[config.mk]
export PLATFORM = sky130hd
export DESIGN_NAME = ls_mem_arb
export DESIGN_NICKNAME = d
export VERILOG_FILES = /design/src/rtl/sys_defs.sv /design/src/rtl/ld_align.sv /design/src/rtl/ls_mem_arb.sv
export SDC_FILE = /design/constraint.sdc
export NUM_CORES = 1
export LEC_CHECK = 0
export ABC_AREA = 1
export CELL_PAD_IN_SITES_DETAIL_PLACEMENT = 1
export CELL_PAD_IN_SITES_GLOBAL_PLACEMENT = 1
export CORE_MARGIN = 5
export CORE_UTILIZATION = 24
export CTS_BUF_LIST = sky130_fd_sc_hd__clkbuf_4
export CTS_CLUSTER_DIAMETER = 120
export CTS_CLUSTER_SIZE = 28
export DETAILED_ROUTE_END_ITERATION = 8
export GPL_ROUTABILITY_DRIVEN = 0
export PLACE_DENSITY = 0.83
export SKIP_CTS_REPAIR_TIMING = 1
export SLEW_MARGIN = 0
export SYNTH_ARGS = -nofsm -noshare
export SYNTH_HDL_FRONTEND = slang
export SYNTH_SLANG_ARGS = --single-unit
[constraint.sdc]
create_clock -name clock -period 1.7 [get_ports clock]
set_clock_uncertainty 0.15 [all_clocks]
set_input_delay 0.17 -clock clock [delete_from_list [all_inputs] [get_ports clock]]
set_output_delay 0.17 -clock clock [all_outputs]
set_load 0.05 [all_outputs]
[src/rtl/sys_defs.sv]
// sys_defs: shared bus, memory-size and load/store arbiter types
package sys_defs;
   localparam int XLEN = 32;
   typedef enum logic [1:0] {BUS_NONE = 2'h0, BUS_LOAD = 2'h1, BUS_STORE = 2'h2} BUS_COMMAND;
   typedef enum logic [1:0] {BYTE = 2'h0, HALF = 2'h1, WORD = 2'h2, DOUBLE = 2'h3} MEM_SIZE;
   typedef enum logic [1:0] {IDLE = 2'h0, ISSUE = 2'h1, WAIT = 2'h2, DRAIN = 2'h3} ls_arb_state_t;
endpackage

[src/rtl/ld_align.sv]
// ld_align: picks the byte/halfword of a loaded word and sign/zero-extends it
module ld_align
   import sys_defs::*;
(
   input  logic [XLEN-1:0] data,
   input  logic [1:0]      offset,
   input  logic [2:0]      funct3,
   output logic [XLEN-1:0] result
);
   logic [7:0]  b;
   logic [15:0] h;
   logic        misaligned;
   assign b = data[{offset, 3'b000} +: 8];
   assign h = data[{offset[1], 4'b0000} +: 16];
   // misaligned accesses hand back the raw word untouched
   assign misaligned = (funct3[1:0] == 2'd1 && offset[0]) || (funct3[1:0] == 2'd2 && offset != 2'd0);
   assign result = misaligned            ? data :
                   funct3[1:0] == 2'd0   ? {{(XLEN-8){b[7] & ~funct3[2]}}, b} :
                   funct3[1:0] == 2'd1   ? {{(XLEN-16){h[15] & ~funct3[2]}}, h} :
                   data;
endmodule

[src/rtl/ls_mem_arb.sv]
// ls_mem_arb: round-robin arbiter giving two load/store FUs one tagged memory port
module ls_mem_arb
   import sys_defs::*;
#(
   parameter int MEM_TAG_W = 4
) (
   input  logic                 clock,
   input  logic                 reset,
   input  logic                 squash,
   input  logic [1:0]           req_valid,
   input  logic [1:0]           req_rd_mem,
   input  logic [1:0]           req_wr_mem,
   input  logic [1:0][XLEN-1:0] req_addr,
   input  logic [1:0][XLEN-1:0] req_wdata,
   input  logic [1:0][2:0]      req_size,
   input  logic [1:0][4:0]      req_dest,
   output logic [1:0]           req_grant,
   output BUS_COMMAND           mem_command,
   output logic [XLEN-1:0]      mem_addr,
   output logic [XLEN-1:0]      mem_wdata,
   output MEM_SIZE              mem_size,
   input  logic [MEM_TAG_W-1:0] mem_response,
   input  logic [MEM_TAG_W-1:0] mem_tag,
   input  logic [XLEN-1:0]      mem_rdata,
   output logic [1:0]           done_valid,
   output logic [XLEN-1:0]      done_data,
   output logic [4:0]           done_dest
);
   ls_arb_state_t        state;
   logic                 rr_ptr, owner, rd_q, wr_q, win, go, accept, hit;
   logic [XLEN-1:0]      addr_q, wdata_q, ld_data;
   logic [2:0]           size_q;
   logic [4:0]           dest_q;
   logic [MEM_TAG_W-1:0] tag_q;
   BUS_COMMAND           issue_cmd;
   assign win         = &req_valid ? rr_ptr : req_valid[1];
   assign go          = state == IDLE && |req_valid && !squash && !reset;
   assign req_grant   = go ? (win ? 2'b10 : 2'b01) : 2'b00;
   assign issue_cmd   = wr_q ? BUS_STORE : rd_q ? BUS_LOAD : BUS_NONE;
   assign mem_command = (state == ISSUE && !squash) ? issue_cmd : BUS_NONE;
   assign mem_addr    = addr_q;
   assign mem_wdata   = wdata_q;
   assign mem_size    = MEM_SIZE'(size_q[1:0]);
   assign accept      = mem_response != '0;
   // tag_q is cleared on every return to IDLE so a stale tag can never match
   assign hit         = tag_q != '0 && mem_tag == tag_q;
   ld_align u_align (
      .data   (mem_rdata),
      .offset (addr_q[1:0]),
      .funct3 (size_q),
      .result (ld_data)
   );
   always_ff @(posedge clock) begin
      if (reset) begin
         state      <= IDLE;
         rr_ptr     <= 1'b0;
         owner      <= 1'b0;
         rd_q       <= 1'b0;
         wr_q       <= 1'b0;
         addr_q     <= '0;
         wdata_q    <= '0;
         size_q     <= '0;
         dest_q     <= '0;
         tag_q      <= '0;
         done_valid <= '0;
         done_data  <= '0;
         done_dest  <= '0;
      end else begin
         done_valid <= '0;
         done_data  <= '0;
         done_dest  <= '0;
         case (state)
            IDLE: if (go) begin
               owner   <= win;
               rr_ptr  <= ~win;
               rd_q    <= req_rd_mem[win];
               wr_q    <= req_wr_mem[win];
               addr_q  <= req_addr[win];
               wdata_q <= req_wdata[win];
               size_q  <= req_size[win];
               dest_q  <= req_dest[win];
               state   <= ISSUE;
            end
            ISSUE: if (squash) begin
               tag_q <= (accept && !wr_q) ? mem_response : '0;
               state <= (accept && !wr_q) ? DRAIN : IDLE;
            end else if (accept) begin
               tag_q <= wr_q ? '0 : mem_response;
               state <= wr_q ? IDLE : WAIT;
               done_valid <= wr_q ? (owner ? 2'b10 : 2'b01) : 2'b00;
            end
            WAIT: if (hit) begin
               // a squash coinciding with the return drops the result instead of draining forever
               tag_q <= '0;
               state <= IDLE;
               done_valid <= squash ? 2'b00 : (owner ? 2'b10 : 2'b01);
               done_data  <= squash ? '0 : ld_data;
               done_dest  <= squash ? '0 : dest_q;
            end else if (squash) begin
               state <= DRAIN;
            end
            DRAIN: if (hit) begin
               tag_q <= '0;
               state <= IDLE;
            end
         endcase
      end
   end
endmodule

==> results of run 1 <==
-- worst min-delay path: stages --
cell and delay, ns:
buf_2 0.15, buf_12 0.20, a21oi_1 0.14
-- final cells by class --
cell class                 instances  area share, %
antenna                            1         0.0250
clock buffer                      17           1.28
clock inverter                    15           1.75
inverter                          54           2.13
multi-input combinational        548           28.1
sequential                       121           24.4
tap                              285           3.57
timing repair buffer             390           38.8
-- power breakdown --
part | switching (uW) | internal, uW | total, uW
logic | 1980 | 1560 | 3540
registers | 152 | 3060 | 3220
clock network | 1260 | 1020 | 2280
-- worst paths after layout --
| kind | start | end | slack, ns | cells after the start |
|---|---|---|---|---|
| max reg2reg | state[1]$_SDFFE_PP0P_ | mem_addr[28]$_SDFFE_PP0P_ | -0.26 | 11 |
| min reg2reg | dest_q[0]$_SDFFE_PP0P_ | done_dest[0]$_SDFF_PP0_ | 0.28 | 2 |
| min | reset | owner$_SDFFE_PP0P_ | 0.04 | 3 |
| max | state[1]$_SDFFE_PP0P_ | req_grant[0] | -0.34 | 6 |
-- sequential cells by signal (all words and copies together) (netlist names), 2 cells and up --
| signal | cells |
|---|---|
| done_data | 32 |
| mem_addr | 32 |
| mem_wdata | 32 |
| dest_q | 5 |
| done_dest | 5 |
| tag_q | 4 |
| size_q | 3 |
| done_valid | 2 |
| state | 2 |
-- cell families after synthesis --
kind of cell,Yosys count,share of synthesized area [%]
flops,121,44.1
compound gates,159,17.4
buf+inv,103,8.61
fa+ha+maj,4,0.911
simple gates,385,29.0
-- cells in the final DEF, fill, tap and decap left out, types with 2 or more instances in the layout --
master,instances
nand2_1,239
clkdlybuf4s50_1,191
buf_4,142
dfxtp_1,115
a31oi_1,74
nor2_1,67
inv_1,44
o21ai_0,36
nand2_2,29
a21oi_1,27
buf_12,20
clkbuf_4,17
dlygate4sd3_1,17
nand3_1,14
nor2_2,12
buf_6,11
nor2_4,9
o211ai_1,7
clkbuf_16,7
inv_2,6
o21ai_1,6
nand2_4,6
clkinvlp_4,5
inv_4,4
dfxtp_2,4
a21oi_2,3
inv_6,3
bufinv_16,3
a31oi_4,2
nand4_1,2
nand3_2,2
ha_1,2
clkinv_1,2
dfxtp_4,2
-- per-stage QoR --
stage	setup WS, ns	instances
after floorplan	-0.0320	772
after global placement	-0.216	1359
after detailed placement	-0.280	1359
after CTS	-0.659	1391
after global routing	-0.460	1431
final	-0.336	1431
-- layer usage --
metal  track usage [%]  wire, um  vias to the layer above
met3              6.76      2120                       20
met2              30.4     13600                      237
met5                 0        13                        -
li1                  -         -                     3230
met1              18.6      9920                     3166
met4              4.38       368                        2
==> out/results.ini, run 1 <==
[sta]
final-setup-viol-count=45
drv_slew=0
slew_headroom_pct=71.4
hold_slack_ns=0.0353
setup_ws_ns=-0.336
rsz0062_at_grt=true
hold_viol_final=0
max_freq_mhz=491
finalCritPeriodShare_pct=120
tns_ns=-7.98
worstMarginPinSlew_ns=0.429
min_period_ns=2.04

[place]
hpwl_mm=17.9
placed_area_sq_mm=0.00896
port-buffer-count=301

[clock_tree]
clk-insertion-delay-late_ns=0.52
cts_tree=built
cts_sinks=121
clockBufferDepth=2
root_buffer=clkbuf_4
htreeDepth=4
path_clk_slew_ns=0.11
numCtsBuffers=17

[route]
wl_per_cell_um=18.2
viasPerCell=4.65
wirelength_mm=26.0
dr.pass1.iters=4
drc=0
num_vias=6655
drtIter0Drc=214
ant_nets=0

[worst_setup_path]
startpoint_type=flop
worstPathMaxFanout=5
crit_type=reg -> out
path_buf_inv=3
crit_path_end_kind=primary output
critical-path-top-delay-family=flip-flops
arrival_ns=1.72
worstPathRequired_ns=1.38
cp_slowest_cell=dfxtp_2
crit_path_cell_trace=inv_4, ha_4, o211ai_4, nor2_4, buf_6, buf_12
max_stage_delay_ns=0.35

[job]
cap_violations=0

[floorplanning]
top_level_ports=302
die_y_um=161
die_area_sq_mm=0.0260
die_w_um=161
start_util_pct=24.3
core_area_sq_mm=0.0226
rows=55

[power_and_ir_drop]
power.leakage_uw=0.00407
finalPower_uw=9030
power.density_mw_per_mm2=904
vdd_ir_drop_max_uv=345

[layout]
seq_area_sq_mm=0.00243
postLayoutCellArea_sq_mm=0.0100
nets=1329
multi_input_area_sq_mm=0.00281
areaGrowthSynthToFinish_pct=81.9
fill_cells=2687
drive_above_1_share_pct=26.2
final_core_util_pct=44.3

[global_route]
grt.overflow.total=0
antenna_found_initial=2
grt_pass1_wl_mm=35.5
grt_pass1_vias=6846
grt_usage_pct=16.9
grt_max_degree=78

[status]
status=finished, violations left
failed_checks=setup timing

[logic_synthesis]
synth_ff_type=dfxtp_1
syn_nets=969
ys_warn_count=0
ys_ff_latch=121
synth-edff-count=0
yosysSeqAreaShare_pct=44.1
yosysMostFrequentCell=nand2_1
synth_cell_types=32
synthTopCellsByArea=dfxtp_1 (44%), nand2_1 (18%), a31oi_1 (8.7%)
synth_top_area_cell=dfxtp_1
synth_cells=772
synth_common_cells=nand2_1 (270), dfxtp_1 (121), a31oi_1 (76)
yosysTopAreaCellShare_pct=44.1
async_reset_ff_share_pct=0
syn_area_sq_mm=0.00549
syn_avg_cell_area_sq_um=7.12

[min_path]
hold_class=in -> reg

Note: power is estimated with default switching activity, not from simulation.
==> inputs of run 2 (changes only) <==
--- a/config.mk
+++ b/config.mk
@@ -16,7 +16,6 @@
 export DETAILED_ROUTE_END_ITERATION = 8
 export GPL_ROUTABILITY_DRIVEN = 0
 export PLACE_DENSITY = 0.83
-export SKIP_CTS_REPAIR_TIMING = 1
 export SLEW_MARGIN = 0
 export SYNTH_ARGS = -nofsm -noshare
 export SYNTH_HDL_FRONTEND = slang
==> run 2 against run 1 <==
Compared with the run above: the flow still finishes with violations (setup timing); flip-flop and latch count did not move; count of clock-buffer cells in the layout is the same; core utilization up 2.5 points; largest cell class unchanged; critical path type is now reg -> reg; clock power about the same; critical endpoint is now mem_wdata[7]$_SDFFE_PP0P_; worst setup slack improved by 0.035 ns; sequential share of layout area decreased by 1.3 points; non-clock buffer count up 41.
==> out/results.ini, run 2 (same netlist as run 1, synthesis figures left out) <==
[clock_tree]
clockBufferDepth=2  ; unchanged
htreeDepth=4  ; unchanged
root_buffer=clkbuf_4
clk-insertion-delay-late_ns=0.53  ; about the same
cts_tree=built
path_clk_slew_ns=0.11  ; about the same
cts_sinks=121  ; unchanged
numCtsBuffers=17  ; unchanged

[global_route]
grt_pass1_wl_mm=40.6  ; +14%
antenna_found_initial=2  ; unchanged
grt.overflow.total=0  ; unchanged
grt_usage_pct=19.6  ; +2.7 points
grt_max_degree=78  ; unchanged
grt_pass1_vias=7552  ; +10%

[worst_setup_path]
crit_path_end_kind=flop
startpoint_type=flop
r2r_start=state[0]$_SDFFE_PP0P_
r2r_end=mem_wdata[7]$_SDFFE_PP0P_
timing.reg2reg.setup_slack_ns=-0.30  ; -0.04 ns
crit_type=reg -> reg
crit_start=state[0]$_SDFFE_PP0P_
worstPathMaxFanout=9  ; +4
arrival_ns=2.30  ; +0.58 ns
worstPathRequired_ns=1.99  ; +0.61 ns
r2r_cells=11  ; unchanged

[floorplanning]
die_area_sq_mm=0.0260  ; unchanged
rows=55  ; unchanged
die_w_um=161  ; unchanged
core_area_sq_mm=0.0226  ; unchanged
top_level_ports=302  ; unchanged
die_y_um=161  ; unchanged
start_util_pct=24.3  ; unchanged

[route]
num_vias=7027  ; +5.6%
drc=0  ; unchanged
wirelength_mm=29.0  ; +12%
drtIter0Drc=232  ; +8.4%
wl_per_cell_um=19.7  ; +8.4%
ant_nets=0  ; unchanged
dr.pass1.iters=5  ; +1
viasPerCell=4.77  ; +2.6%

[layout]
seq_area_sq_mm=0.00244  ; +0.31%
nets=1370  ; +3.1%
areaGrowthSynthToFinish_pct=92.4
multi_input_area_sq_mm=0.00281  ; unchanged
postLayoutCellArea_sq_mm=0.0106  ; +5.8%
mostFrequentLayoutCells=nand2_1 (253), clkdlybuf4s50_1 (191), buf_4 (144), dfxtp_1 (111), a31oi_1 (74)
fill_cells=2638  ; -1.8%
drive_above_1_share_pct=27.2  ; +0.95 points
mostFrequentLayoutCell=nand2_1

[status]
status=finished, violations left
failed_checks=setup timing

[sta]
final-setup-viol-count=80  ; +78%
slew_headroom_pct=71.6  ; +0.21 points
tns_ns=-12.62  ; -4.64 ns
rsz0062_at_grt=true
worstMarginPinSlew_ns=0.426  ; -0.00317 ns
min_period_ns=2.00  ; -0.0348 ns
setup_ws_ns=-0.301  ; +0.0348 ns
finalCritPeriodShare_pct=118  ; -2.0 points
drv_slew=0  ; unchanged
hold_viol_final=0  ; unchanged
max_freq_mhz=500  ; +1.7%

[power_and_ir_drop]
p_clk_share_pct=24.0  ; -1.2 points
pwr-share-comb_pct=42.1  ; +2.9 points
power.leakage_uw=0.00429  ; +5.3%
p_seq_share_pct=33.9  ; -1.7 points
intPower_uw=5930  ; +5.0%
vdd_ir_drop_max_uv=363  ; +5.2%
switching_share_pct=37.8  ; +0.29 points
power.density_mw_per_mm2=902  ; -0.23%
p_switching_uw=3600  ; +6.3%

[min_path]
worstHoldPathCells=3  ; unchanged
holdPathEnd=owner$_SDFFE_PP0P_
hp-start=reset
hold_class=in -> reg

[place]
port-buffer-count=301  ; unchanged
hpwl_mm=17.9  ; unchanged
placed_area_sq_mm=0.00896  ; unchanged

[job]
cap_violations=0  ; unchanged

==> run 2: area by class of cell <==
| type | count | area share, % |
|---|---|---|
| timing repair buffer | 431 | 42.0 |
| multi-input combinational | 548 | 26.5 |
| sequential | 121 | 23.1 |
| tap | 285 | 3.37 |
| inverter | 54 | 2.07 |
| clock inverter | 15 | 1.66 |
| clock buffer | 17 | 1.21 |
| antenna | 1 | 0.0237 |
==> run 2: layer usage <==
metal	vias up	track usage (%)	wire, um
li1	3318	-	-
met3	49	6.48	2270
met5	-	0	13
met4	2	6.82	773
met1	3360	21.5	10800
met2	298	35.4	15100
==> run 2: worst max path at each step <==
stage,endpoint,depth (start not counted)
after floorplan,done_data[16]$_SDFF_PP0_,10
after global placement,state[1]$_SDFFE_PP0P_,8
after detailed placement,done_data[27]$_SDFF_PP0_,11
after CTS,req_grant[1],6
after global routing,req_grant[1],6
final,mem_wdata[7]$_SDFFE_PP0P_,11
==> run 2: power groups by stage <==
| stage | logic [uW] | clock network, uW | registers [uW] |
|---|---|---|---|
| detailed placement | 3180 | 0 | 3260 |
| global placement | 3100 | 0 | 3250 |
| finish | 4010 | 2280 | 3230 |
| floorplan | 1300 | 0 | 3700 |
| CTS | 3510 | 2340 | 3220 |
| global route | 4290 | 2490 | 3270 |
==> run 2: what timing repair did <==
| item | in CTS | in global routing |
|---|---|---|
| endpoints found under the hold margin | 30 | 3 |
| gates cloned | 7 | 12 |
| buffers inserted | 10 | 12 |
| setup endpoints to repair | 82 | 125 |
| pin swaps | 18 | 26 |
| gates resized for setup | 43 | 65 |
| hold buffers | 37 | 3 |
==> run 2: metrics by stage <==
| step | instances | utilization, % | hold WS [ns] | total power [uW] | setup slack [ns] |
|---|---|---|---|---|---|
| finish | 1472 | 46.8 | 0.0278 | 9530 | -0.301 |
| global route | 1472 | 46.8 | 0.00193 | 10000 | -0.387 |
| CTS | 1445 | 44.4 | 0.000391 | 9080 | -0.333 |
| detailed placement | 1359 | 39.7 | 0.276 | 6430 | -0.280 |
| global placement | 1359 | 39.7 | 0.276 | 6350 | -0.216 |
| floorplan | 772 | - | 0.141 | 5000 | -0.0320 |
==> run 2: critical path: stages (launching register included) <==
cell and delay, ns:
dfxtp_4 0.37, inv_4 0.07, ha_4 0.15, o211ai_4 0.13
nor2_4 0.16, buf_4 0.14, buf_6 0.10, buf_12 0.16
buf_12 0.12, buf_12 0.13, nand2_1 0.07, a31oi_1 0.17
==> inputs of run 3 (changes only) <==
--- a/config.mk
+++ b/config.mk
@@ -6,6 +6,7 @@
 export NUM_CORES = 1
 export LEC_CHECK = 0
 export ABC_AREA = 1
+export CAP_MARGIN = 5
 export CELL_PAD_IN_SITES_DETAIL_PLACEMENT = 1
 export CELL_PAD_IN_SITES_GLOBAL_PLACEMENT = 1
 export CORE_MARGIN = 5
==> results of run 3 <==
Final layout, timing and power as in run 2 (identical DEF).
